File: src/rtl/input_pre_pkg.sv
// Shared definitions for the input pre-data stage: mode encodings and the
// width of one buffered row (lane data plus the frame-last flag).
package input_pre_pkg;

   localparam logic MODE_SCATTER   = 1'b0;
   localparam logic MODE_BROADCAST = 1'b1;

   function automatic int row_width(input int data_w, input int num_ch);
      return data_w * num_ch + 1;
   endfunction

endpackage

File: src/rtl/pe_row_fifo.sv
// Synchronous show-ahead row FIFO with an occupancy count; the head row is
// presented combinationally and reads as zero whenever the FIFO is empty.
module pe_row_fifo #(
   parameter int WIDTH = 33,
   parameter int DEPTH = 4
) (
   input  logic                       clk,
   input  logic                       rst,
   input  logic                       push,
   input  logic [WIDTH-1:0]           wdata,
   input  logic                       pop,
   output logic [WIDTH-1:0]           rdata,
   output logic [$clog2(DEPTH+1)-1:0] count
);

   localparam int AW = (DEPTH > 1) ? $clog2(DEPTH) : 1;
   localparam int CW = $clog2(DEPTH+1);

   logic [WIDTH-1:0] mem [DEPTH];
   logic [AW-1:0]    wr_ptr;
   logic [AW-1:0]    rd_ptr;
   logic             push_ok;
   logic             pop_ok;

   assign push_ok = push && (count < CW'(DEPTH));
   assign pop_ok  = pop && (count != '0);
   assign rdata   = (count != '0) ? mem[rd_ptr] : '0;

   // Storage carries no reset; emptiness is tracked by count alone.
   always_ff @(posedge clk) begin
      if (push_ok) begin
         mem[wr_ptr] <= wdata;
      end
   end

   always_ff @(posedge clk) begin
      if (rst) begin
         wr_ptr <= '0;
         rd_ptr <= '0;
         count  <= '0;
      end else begin
         if (push_ok) begin
            wr_ptr <= wr_ptr + 1'b1;
         end
         if (pop_ok) begin
            rd_ptr <= rd_ptr + 1'b1;
         end
         case ({push_ok, pop_ok})
            2'b10:   count <= count + 1'b1;
            2'b01:   count <= count - 1'b1;
            default: count <= count;
         endcase
      end
   end

endmodule

File: src/rtl/input_pre_data_buffer.sv
// Packs a scalar word stream into NUM_CH-lane rows (scatter or broadcast) and
// buffers the closed rows for the PE array behind a row-wide valid/ready port.
module input_pre_data_buffer
   import input_pre_pkg::*;
#(
   parameter int DATA_W = 8,
   parameter int NUM_CH = 4,
   parameter int DEPTH  = 4
) (
   input  logic                       PE_clk,
   input  logic                       PE_rst,
   input  logic                       cfg_mode,
   input  logic [DATA_W-1:0]          din_data,
   input  logic                       din_valid,
   output logic                       din_ready,
   input  logic                       din_last,
   output logic [NUM_CH*DATA_W-1:0]   dout_data,
   output logic                       dout_valid,
   input  logic                       dout_ready,
   output logic                       dout_last,
   output logic [$clog2(DEPTH+1)-1:0] fill_level
);

   localparam int ROW_W = row_width(DATA_W, NUM_CH);
   localparam int LW    = $clog2(NUM_CH);
   localparam int CW    = $clog2(DEPTH+1);

   logic [LW-1:0]            lane_cnt;
   logic                     mode_q;
   logic [NUM_CH*DATA_W-1:0] asm_q;
   logic [NUM_CH*DATA_W-1:0] row_data;
   logic [ROW_W-1:0]         fifo_rdata;
   logic                     accept;
   logic                     eff_mode;
   logic                     row_close;

   assign din_ready = (fill_level < CW'(DEPTH));
   assign accept    = din_valid && din_ready;

   // A row's mode is fixed by its first word; later words reuse the latch.
   assign eff_mode  = (lane_cnt == '0) ? cfg_mode : mode_q;
   assign row_close = accept && ((eff_mode == MODE_BROADCAST) ||
                                 (lane_cnt == LW'(NUM_CH-1)) || din_last);

   always_comb begin
      row_data = asm_q;
      for (int i = 0; i < NUM_CH; i++) begin
         if ((eff_mode == MODE_BROADCAST) || (LW'(i) == lane_cnt)) begin
            row_data[i*DATA_W +: DATA_W] = din_data;
         end
      end
   end

   // Clearing the assembly register on close keeps unwritten lanes of a
   // short row at zero.
   always_ff @(posedge PE_clk) begin
      if (PE_rst) begin
         lane_cnt <= '0;
         mode_q   <= MODE_SCATTER;
         asm_q    <= '0;
      end else if (accept) begin
         if (lane_cnt == '0) begin
            mode_q <= cfg_mode;
         end
         if (row_close) begin
            lane_cnt <= '0;
            asm_q    <= '0;
         end else begin
            lane_cnt <= lane_cnt + 1'b1;
            asm_q    <= row_data;
         end
      end
   end

   pe_row_fifo #(
      .WIDTH (ROW_W),
      .DEPTH (DEPTH)
   ) u_fifo (
      .clk   (PE_clk),
      .rst   (PE_rst),
      .push  (row_close),
      .wdata ({din_last, row_data}),
      .pop   (dout_valid && dout_ready),
      .rdata (fifo_rdata),
      .count (fill_level)
   );

   assign dout_valid = (fill_level != '0);
   assign dout_data  = fifo_rdata[NUM_CH*DATA_W-1:0];
   assign dout_last  = fifo_rdata[ROW_W-1];

endmodule

File: config.mk
export PLATFORM = sky130hd
export DESIGN_NAME = input_pre_data_buffer
export DESIGN_NICKNAME = d
export VERILOG_FILES = /design/src/rtl/input_pre_pkg.sv /design/src/rtl/pe_row_fifo.sv /design/src/rtl/input_pre_data_buffer.sv
export SDC_FILE = /design/constraint.sdc
export NUM_CORES = 1
export LEC_CHECK = 0
export CAP_MARGIN = 10
export CORE_MARGIN = 1.5
export CORE_UTILIZATION = 51
export CTS_CLUSTER_DIAMETER = 40
export DETAILED_ROUTE_END_ITERATION = 10
export DONT_BUFFER_PORTS = 1
export PLACE_DENSITY = 0.71
export SETUP_SLACK_MARGIN = 0.05
export SLEW_MARGIN = 20
export SYNTH_ARGS = -nofsm -noshare
export SYNTH_HDL_FRONTEND = slang
export SYNTH_SLANG_ARGS = --single-unit
File: constraint.sdc
create_clock -name PE_clk -period 3.65 [get_ports PE_clk]
set_input_delay 0.1825 -clock PE_clk [delete_from_list [all_inputs] [get_ports PE_clk]]
set_output_delay 0.1825 -clock PE_clk [all_outputs]
set_load 0.005 [all_outputs]
-- Yosys cells after proc, flatten, opt, wreduce, memory -nomap -nowiden
Memories as Yosys holds them, arrays and structs flattened. A register that Yosys moved wholly into a read port is not among the register bits.
Cells that the tools add are included.
- input bits: 14
- bits in registers: 42
- word-level logic and storage cells: 46
- memory bits (writable): 132
- memories kept: 1
- equality and inequality tests: 6
- muxes and demuxes: 13
- magnitude comparators: 1
- add/subtract/negate cells: 5
- reductions and logical operators: 14
- memory list (name ; words ; bits a word ; rd ports ; clocked after memory_dff ; wr ports ; RTL line ; RTL):
    u_fifo.mem ; 4 ; 33 ; 1 ; 1 ; 1 ; pe_row_fifo.sv:19 ; logic [WIDTH-1:0] mem [DEPTH];
- operator list (kind ; number):
    $mux 33 ; 1
    $mux 32 ; 1
    $mux 8 ; 4
    $add 2x1->2 const B ; 3
    $logic_or 1x1->1 ; 6
    $mux 2 ; 3
    $pmux 3 s2 ; 1
    $logic_and 1x1->1 ; 5
    $eq 2x2->1 const A ; 2
    $eq 2x2->1 const B ; 2
    $add 3x1->3 const B ; 1
    $lt 3x3->1 const B ; 1
    $mux 1 ; 3
    $reduce_bool 3->1 ; 1
    $sub 3x1->3 const B ; 1
    $eq 1x2->1 const A ; 1
    $eq 2x1->1 const B ; 1
    $logic_not 2->1 ; 1
    $reduce_bool 2->1 ; 1

-- Logic depth before layout (Yosys ltp)
Gate-level depths: netlist (run 1).
- word-level depth: 8
- depth in mapped cells: 12
- mapped depth without buffers: 11

-- Hierarchy
A second synthesis (run 1) with hierarchy kept.
- cell total of the unflattened synthesis: 403
- area total of the unflattened synthesis: 7151.9 sq um
- by module, submodules not included (module ; area an instance (sq um) ; instances ; seq. area each (sq um) ; cells each):
    pe_row_fifo ; 5446.5 ; 1 ; 4144.0 ; 260
    input_pre_data_buffer ; 1705.4 ; 1 ; 700.7 ; 143

-- Least setup slack after synthesis (run 1)
Ideal clock, no wire load.
- path type: register to register
- start: register lane_cnt[0]
- end: memory u_fifo.mem[1][0] (enable)
- stages on the path, launching flop included: 7
- required time: 3257 ps
- setup time: 393 ps
- arrival time: 2132 ps
- path slack: 1124 ps
- path through: dfxtp_1 -> inv_1 -> ha_1 -> mux2i_1 -> a21oi_2 -> buf_2 -> and2_1
- cells in the longest elaborated chain, start to end: 8
- elaborated cells on any way between the ends: 9
- RTL lines (item ; RTL line ; RTL):
    start: declaration ; input_pre_data_buffer.sv:28 ; logic [LW-1:0] lane_cnt;
    start signal: assignment ; input_pre_data_buffer.sv:69 ; lane_cnt <= lane_cnt + 1'b1;
    $logic_not 2->1 ; input_pre_data_buffer.sv:41 ; assign eff_mode = (lane_cnt == '0) ? cfg_mode : mode_q;
    $mux 1 ; -- ;
    $logic_or 1x1->1 (*) ; input_pre_data_buffer.sv:42 ; assign row_close = accept && ((eff_mode == MODE_BROADCAST) ||
    $logic_or 1x1->1 (*) ; input_pre_data_buffer.sv:43 ; (lane_cnt == LW'(NUM_CH-1)) || din_last);
    $logic_and 1x1->1 (*) ; input_pre_data_buffer.sv:42 ;
    $logic_and 1x1->1 (*) ; pe_row_fifo.sv:25 ; assign push_ok = push && (count < CW'(DEPTH));
    $mux 1 (*) ; pe_row_fifo.sv:31 ; if (push_ok) begin
    $mux 1 (not written as such) (*) ; pe_row_fifo.sv:32 ; mem[wr_ptr] <= wdata;
    end: declaration ; pe_row_fifo.sv:19 ;
Every way passes the cells marked *; elsewhere a longest branch is shown, timed or not.

-- Final worst setup path (run 1)
- start: register lane_cnt[0]
- end: register u_fifo.count[2]
- cells in the longest elaborated chain, start to end: 8
- elaborated cells on any way between the ends: 11
- RTL lines (item ; RTL line ; RTL):
    $logic_not 2->1 ; input_pre_data_buffer.sv:41 ;
    $mux 1 ; -- ;
    $logic_or 1x1->1 (*) ; input_pre_data_buffer.sv:42 ;
    $logic_or 1x1->1 (*) ; input_pre_data_buffer.sv:43 ;
    $logic_and 1x1->1 (*) ; input_pre_data_buffer.sv:42 ;
    $logic_and 1x1->1 (*) ; pe_row_fifo.sv:25 ;
    $eq 2x1->1 or $eq 2x2->1 (tied branches) ; pe_row_fifo.sv:48 ; case ({push_ok, pop_ok})
    $pmux 3 s2 or $reduce_bool 2->1 (tied branches) ; -- ;
    end signal: assignment ; pe_row_fifo.sv:49 ; 2'b10: count <= count + 1'b1;
    end signal: assignment ; pe_row_fifo.sv:50 ; 2'b01: count <= count - 1'b1;
    end signal: assignment ; pe_row_fifo.sv:51 ; default: count <= count;
    end: declaration ; pe_row_fifo.sv:13 ; output logic [$clog2(DEPTH+1)-1:0] count
Marks and branches as above.
A chain may end at the register's enable or synchronous reset.

==> results.toml, run 1 <==
[die]
io_pins = 52
die_y_um = 122
start_util_pct = 51.9
coreArea_um2 = 13800
die_x_um = 122
std_cell_rows = 43
dieArea_um2 = 14800

[pwr]
powerDensity_nw_per_um2 = 668
p_leak_nw = 2.79
ir_drop_v = 0.000504

[cts]
root_buffer = "clkbuf_16"
cts_tree = "yes"
htreeDepth = 4
clkLatencyLatePin_ns = 0.42
post-cts-setup-buffers = 0
cts-buffers-inserted = 17
clockBufferDepth = 2
cts_sinks = 176
clkTransAtPathRegs_ns = 0.06

[finish]
syn_to_final_growth_pct = 13.3
fin_nets = 467
drive_above_1_share_pct = 27.0
fill_cells = 1016
diodes = 0

[grt]
grt_usage_pct = 20.7
grt_max_degree = 30
grt_pass1_vias = 3785
grt_first_pass_wirelength_mm = 22.0
antenna_found_initial = 0
overflow = 0

[worst_setup_path]
rrSetupSlack_ns = 0.98
start_kind = "register"
critPathArrivalTime_ns = 3.01
cp.required_ns = 3.99
slowest_stage = "fa_1"
crit_chain = "inv_1 > ha_1 > mux2i_1 > buf_4 > a21oi_2 > inv_1 > ha_1 > inv_1 > fa_1 > xor2_1 > or3_1 > a21oi_1"
r2r-end = "u_fifo.count[2]"
crit_type = "reg2reg"
crit_path_end = "u_fifo.count[2]"
rr_worst_depth = 12
crit_top_cell = "inv_1"
reg2reg_from = "lane_cnt[0]"
worstSetupEndpointType = "register"
startpoint = "lane_cnt[0]"
crit_fanout = 13
max_stage_delay_ns = 0.37

[detailed_routing]
drt_iter0_drc = 301
firstDrtPassIters = 5
drc_errors = 0
post_drt_via_cell_ratio = 5.93
dr_total_vias = 3772
ant_nets = 0
wl_per_cell_um = 22.6
drt-total-wl_mm = 14.4

[place]
place_ws_ns = 1.06
place_congestion = 0.772
dp_hpwl_mm = 8.68
portBuffers = 0

[synth]
synth.area.top_cells = "edfxtp_1 55%, dfxtp_1 12%, mux4_2 10%, mux2_2 5.3%, a22o_1 2.0%"
synthMuxAreaShare_pct = 16.1
syn_area_um2 = 7180
synth_top_family_by_area = "multiplexers"
synth-simple-area-share_pct = 7.60
ys_ff_latch = 176
synth_compound_area_share_pct = 4.22
synthFlopType = "edfxtp_1"
synth_edf_count = 132
yosysWarnings = 0
synth-xor-area-share_pct = 0.488
ys_seq_area_share_pct = 67.5
ys_types = 42
synth.avg_cell_area_um2 = 17.1
synth_commonest_cells = "132 x edfxtp_1, 44 x dfxtp_1, 34 x mux2_2"
synthAdderAreaFrac_pct = 1.85
synthArstFlopShare_pct = 0
synth_top_area_share_pct = 55.2
synth_largest_area_cell = "edfxtp_1"
synth_most_common_cell = "edfxtp_1"
netlist_instances = 420
synth.net_count = 444

[sta]
hold_violations = 0
finClkSkew_ns = 0.00796
slew_headroom_pct = 30.1
fin_crit_sh_pct = 73.1
grt_setup_unrepaired = "false"
fin_crit_ns = 2.67
slew_viol_final = 0
worst_slew_pin_slew_ns = 1.04
max_freq_ghz = 0.375
finalWorstSetupSlack_ns = 0.981
setup_viol = 0
finalSetupTns_ns = 0

[run]
maxCapViolations = 0

[min_path]
min_path_type = "in2reg"

[run_status]
status = "finished, final reports clean"
cell families (layout without fill, tap and decap cells):
logic type,count (synthesis),in the layout
AND/OR/NAND/NOR,84,84
multiplexers,70,70
flip-flops,176,176
XOR/XNOR,4,4
buffers and inverters,34,70
adder cells (fa/ha/maj),10,10
AO/OA/AOI/OAI,42,42
critical path, delay by kind of cell (launching register included):
family                     cells  cell delay, ns
xor gates and xnor gates       1            0.16
buffers and inverters          4            0.45
and+or+nand+nor                1            0.33
AOI/OAI and AO/OA              2            0.26
adders and majority gates      3            0.82
DFF                            1            0.34
muxes                          1            0.21
per-stage QoR:
step	utilization, %	std cells	area [um2]	total power (W)	hold slack [ns]
4_1_cts	58.9	636	8140	0.00550	0.00294
5_1_grt	58.8	636	8140	0.00566	0.0234
3_5_place_dp	53.5	592	7400	0.00366	0.262
3_3_place_gp	53.5	592	7400	0.00363	0.258
6_report	58.8	636	8140	0.00543	0.0151
2_1_floorplan	-	420	7180	0.00337	0.281
layer usage:
layer	wire length [um]	vias to the layer above	GRT usage (%)
met3	877	19	4.63
met4	223	0	7.43
met1	6280	1962	28.2
met2	7010	121	32.9
li1	-	1670	-
met5	0	-	0
timing repair:
item	4_1_cts	5_1_grt
hold buffers	12	0
endpoints found under the hold margin	48	0
gates resized for setup	0	0
state kept, by name, summed over array words and instances, names as in the netlist, named ones only:
name           cells
asm_q             32
lane_cnt           2
mode_q             1
u_fifo.count       3
u_fifo.mem       132
u_fifo.rd_ptr      2
u_fifo.wr_ptr      2
placed cells by master (no fill, tap or decap), types with 4 or more instances in the layout:
master / instances
a21oi_1: 12
ha_1: 9
and2_1: 4
mux4_2: 33
a22o_1: 16
dlygate4sd3_1: 11
nor3b_1: 8
o21ai_0: 9
mux2_2: 34
nand4_1: 9
xor2_1: 4
inv_1: 11
dfxtp_1: 43
clkinv_2: 4
and2b_1: 15
edfxtp_1: 132
clkbuf_16: 21
nor2b_1: 19
nor2_1: 10
buf_4: 15
worst min path at each step:
stage,slack (ns),to,start,depth (start not counted)
finish,0.02,lane_cnt[1],din_last,3
global route,0.02,u_fifo.mem[1][25],din_data[1],1
CTS,0.003,lane_cnt[1],din_last,3
detailed placement,0.26,register,PE_rst,1
global placement,0.26,register,PE_rst,1
floorplan,0.28,u_fifo.mem[0][32],din_last,0
where the power goes:
group	internal, W	switching [W]
logic	0.000551	0.000568
registers	0.00233	0.000148
clock network	0.00112	0.000714
final cells by class:
class / instances / area (um2) / area share [%]
Inverter: 11 / 41.3 / 0.508
Multi-Input combinational cell: 210 / 2180 / 26.8
Clock buffer: 25 / 551 / 6.77
Sequential cell: 176 / 4850 / 59.6
Timing Repair Buffer: 27 / 228 / 2.80
Tap cell: 180 / 225 / 2.77
Clock inverter: 7 / 67.6 / 0.831
Note: power is estimated with default switching activity, not from simulation.
==> inputs of run 2 (changes only) <==
==> constraint.sdc (replaced) <==
create_clock -name PE_clk -period 2.65 [get_ports PE_clk]
set_input_delay 0.1325 -clock PE_clk [delete_from_list [all_inputs] [get_ports PE_clk]]
set_output_delay 0.1325 -clock PE_clk [all_outputs]
set_load 0.005 [all_outputs]
==> results.toml, run 2 (synthesis gave the netlist of run 1 again) <==
[run_status]
status = "finished, final reports clean"

[finish]
diodes = 0
largest-register = "u_fifo.mem"
final_core_util_pct = 59.3
fin_nets = 475
syn_to_final_growth_pct = 14.2
final_common_cell = "edfxtp_1"
drive_above_1_share_pct = 27.8
mostFrequentLayoutCells = "132 x edfxtp_1, 43 x dfxtp_1, 34 x mux2_2"
fill_cells = 1007
largest_reg_flops = 132
largestRegisters = "u_fifo.mem x132, asm_q x32, u_fifo.count x3"

[detailed_routing]
drt-total-wl_mm = 13.8
drt_iter0_drc = 217
firstDrtPassIters = 4
wl_per_cell_um = 21.5
post_drt_via_cell_ratio = 5.85
drc_errors = 0
ant_nets = 0
dr_total_vias = 3768

[min_path]
min_path_type = "in2reg"

[worst_setup_path]
rrSetupSlack_ns = 0.19
start_kind = "register"
crit_top_cell = "inv_1"
critPathArrivalTime_ns = 2.81
max_stage_delay_ns = 0.38
crit_chain = "inv_1 > ha_2 > mux2i_2 > a21oi_2 > inv_1 > ha_1 > inv_1 > fa_1 > xor2_1 > or3_1 > a21oi_1"
slowest_stage = "fa_1"
cp.required_ns = 3.00
critPathBufInv = 3
critPathTopFamily = "adder cells"
crit_fanout = 5
crit_type = "reg2reg"
worstSetupEndpointType = "register"

[pwr]
switching_share_pct = 26.4
p_clk_share_pct = 32.6
p_int_w = 0.00548
ir_drop_v = 0.000776
p_comb_share_pct = 23.1
seq_power_share_pct = 44.3
p_leak_nw = 2.81
powerDensity_nw_per_um2 = 907
p_sw_w = 0.00196

[cts]
root_buffer = "clkbuf_16"
htreeDepth = 4
cts-buffers-inserted = 17
cts_sinks = 176
clockBufferDepth = 2
cts_tree = "yes"
clkLatencyLatePin_ns = 0.43
clkTransAtPathRegs_ns = 0.06
post-cts-setup-buffers = 0

[grt]
grt_pass1_vias = 3936
grt_first_pass_wirelength_mm = 21.7
grt_usage_pct = 20.5
grt_max_degree = 35
overflow = 0
antenna_found_initial = 0

[sta]
finClkSkew_ns = 0.0171
slew_headroom_pct = 62.2
hold_violations = 0
fin_crit_ns = 2.46
max_freq_ghz = 0.406
setup_viol = 0
fin_crit_sh_pct = 92.9
finalSetupTns_ns = 0
worst_slew_pin_slew_ns = 0.566
slew_viol_final = 0
grt_setup_unrepaired = "false"

[die]
start_util_pct = 51.9
dieArea_um2 = 14800
io_pins = 52
std_cell_rows = 43
coreArea_um2 = 13800
die_y_um = 122
die_x_um = 122

[place]
dp_hpwl_mm = 8.48
place_congestion = 0.795
portBuffers = 0

[run]
maxCapViolations = 0
[run 2: cell count changes in the layout (fill, tap and decap cells not counted), moves of 3 or more]
cell	change
buf_4	+4
clkbuf_8	+4
clkbuf_16	-3
clkinv_2	-3
[run 2: worst paths after layout]
path               start  cells past startpoint               end
max          lane_cnt[0]                     11   u_fifo.count[2]
min          din_data[7]                      1  u_fifo.mem[2][7]
max reg2reg  lane_cnt[0]                     11   u_fifo.count[2]
min reg2reg    asm_q[28]                      1         asm_q[28]
[run 2: final cells by class]
type	instances	area, um2	share of cell area (%)
Sequential cell	176	4850	59.1
Multi-Input combinational cell	210	2180	26.6
Clock buffer	28	538	6.56
Timing Repair Buffer	35	318	3.88
Tap cell	180	225	2.75
Clock inverter	4	47.5	0.580
Inverter	11	41.3	0.504
[run 2: repair_timing]
action	4_1_cts	5_1_grt
endpoints found under the hold margin	172	0
hold buffers	14	0
endpoints found under the setup margin	0	1
resized for setup	0	2
[run 2: per-layer routing]
layer / vias up / global-route usage, % / routed length (um)
li1: 1697 / - / -
met1: 1939 / 26.5 / 5910
met2: 110 / 33.2 / 6840
met3: 22 / 5.90 / 868
met4: 0 / 7.50 / 226
met5: - / 0 / 0
[run 2: metrics by stage]
| stage | instance area [um2] | power, W | std cells | setup slack, ns | hold slack [ns] |
|---|---|---|---|---|---|
| floorplan | 7180 | 0.00465 | 420 | 0.124 | 0.231 |
| global placement | 7470 | 0.00502 | 598 | 0.328 | 0.207 |
| detailed placement | 7470 | 0.00506 | 598 | 0.224 | 0.210 |
| CTS | 8200 | 0.00752 | 644 | 0.188 | 0.0159 |
| global route | 8200 | 0.00778 | 644 | 0.0670 | 0.0162 |
| finish | 8200 | 0.00744 | 644 | 0.187 | 0.0176 |
[run 2: power groups by stage]
stage | sequential, W | clock (W) | combinational [W]
floorplan | 0.00333 | 0 | 0.00132
global placement | 0.00334 | 0 | 0.00168
detailed placement | 0.00335 | 0 | 0.00171
CTS | 0.00329 | 0.00247 | 0.00176
global route | 0.00331 | 0.00257 | 0.00190
finish | 0.00329 | 0.00243 | 0.00172
[run 2: worst reg2reg max path, stage by stage (launching register included)]
cell and delay [ns]:
dfxtp_1 0.34, inv_1 0.11, ha_2 0.25, mux2i_2 0.26, a21oi_2 0.09, inv_1 0.08
ha_1 0.18, inv_1 0.06, fa_1 0.38, xor2_1 0.17, or3_1 0.32, a21oi_1 0.14
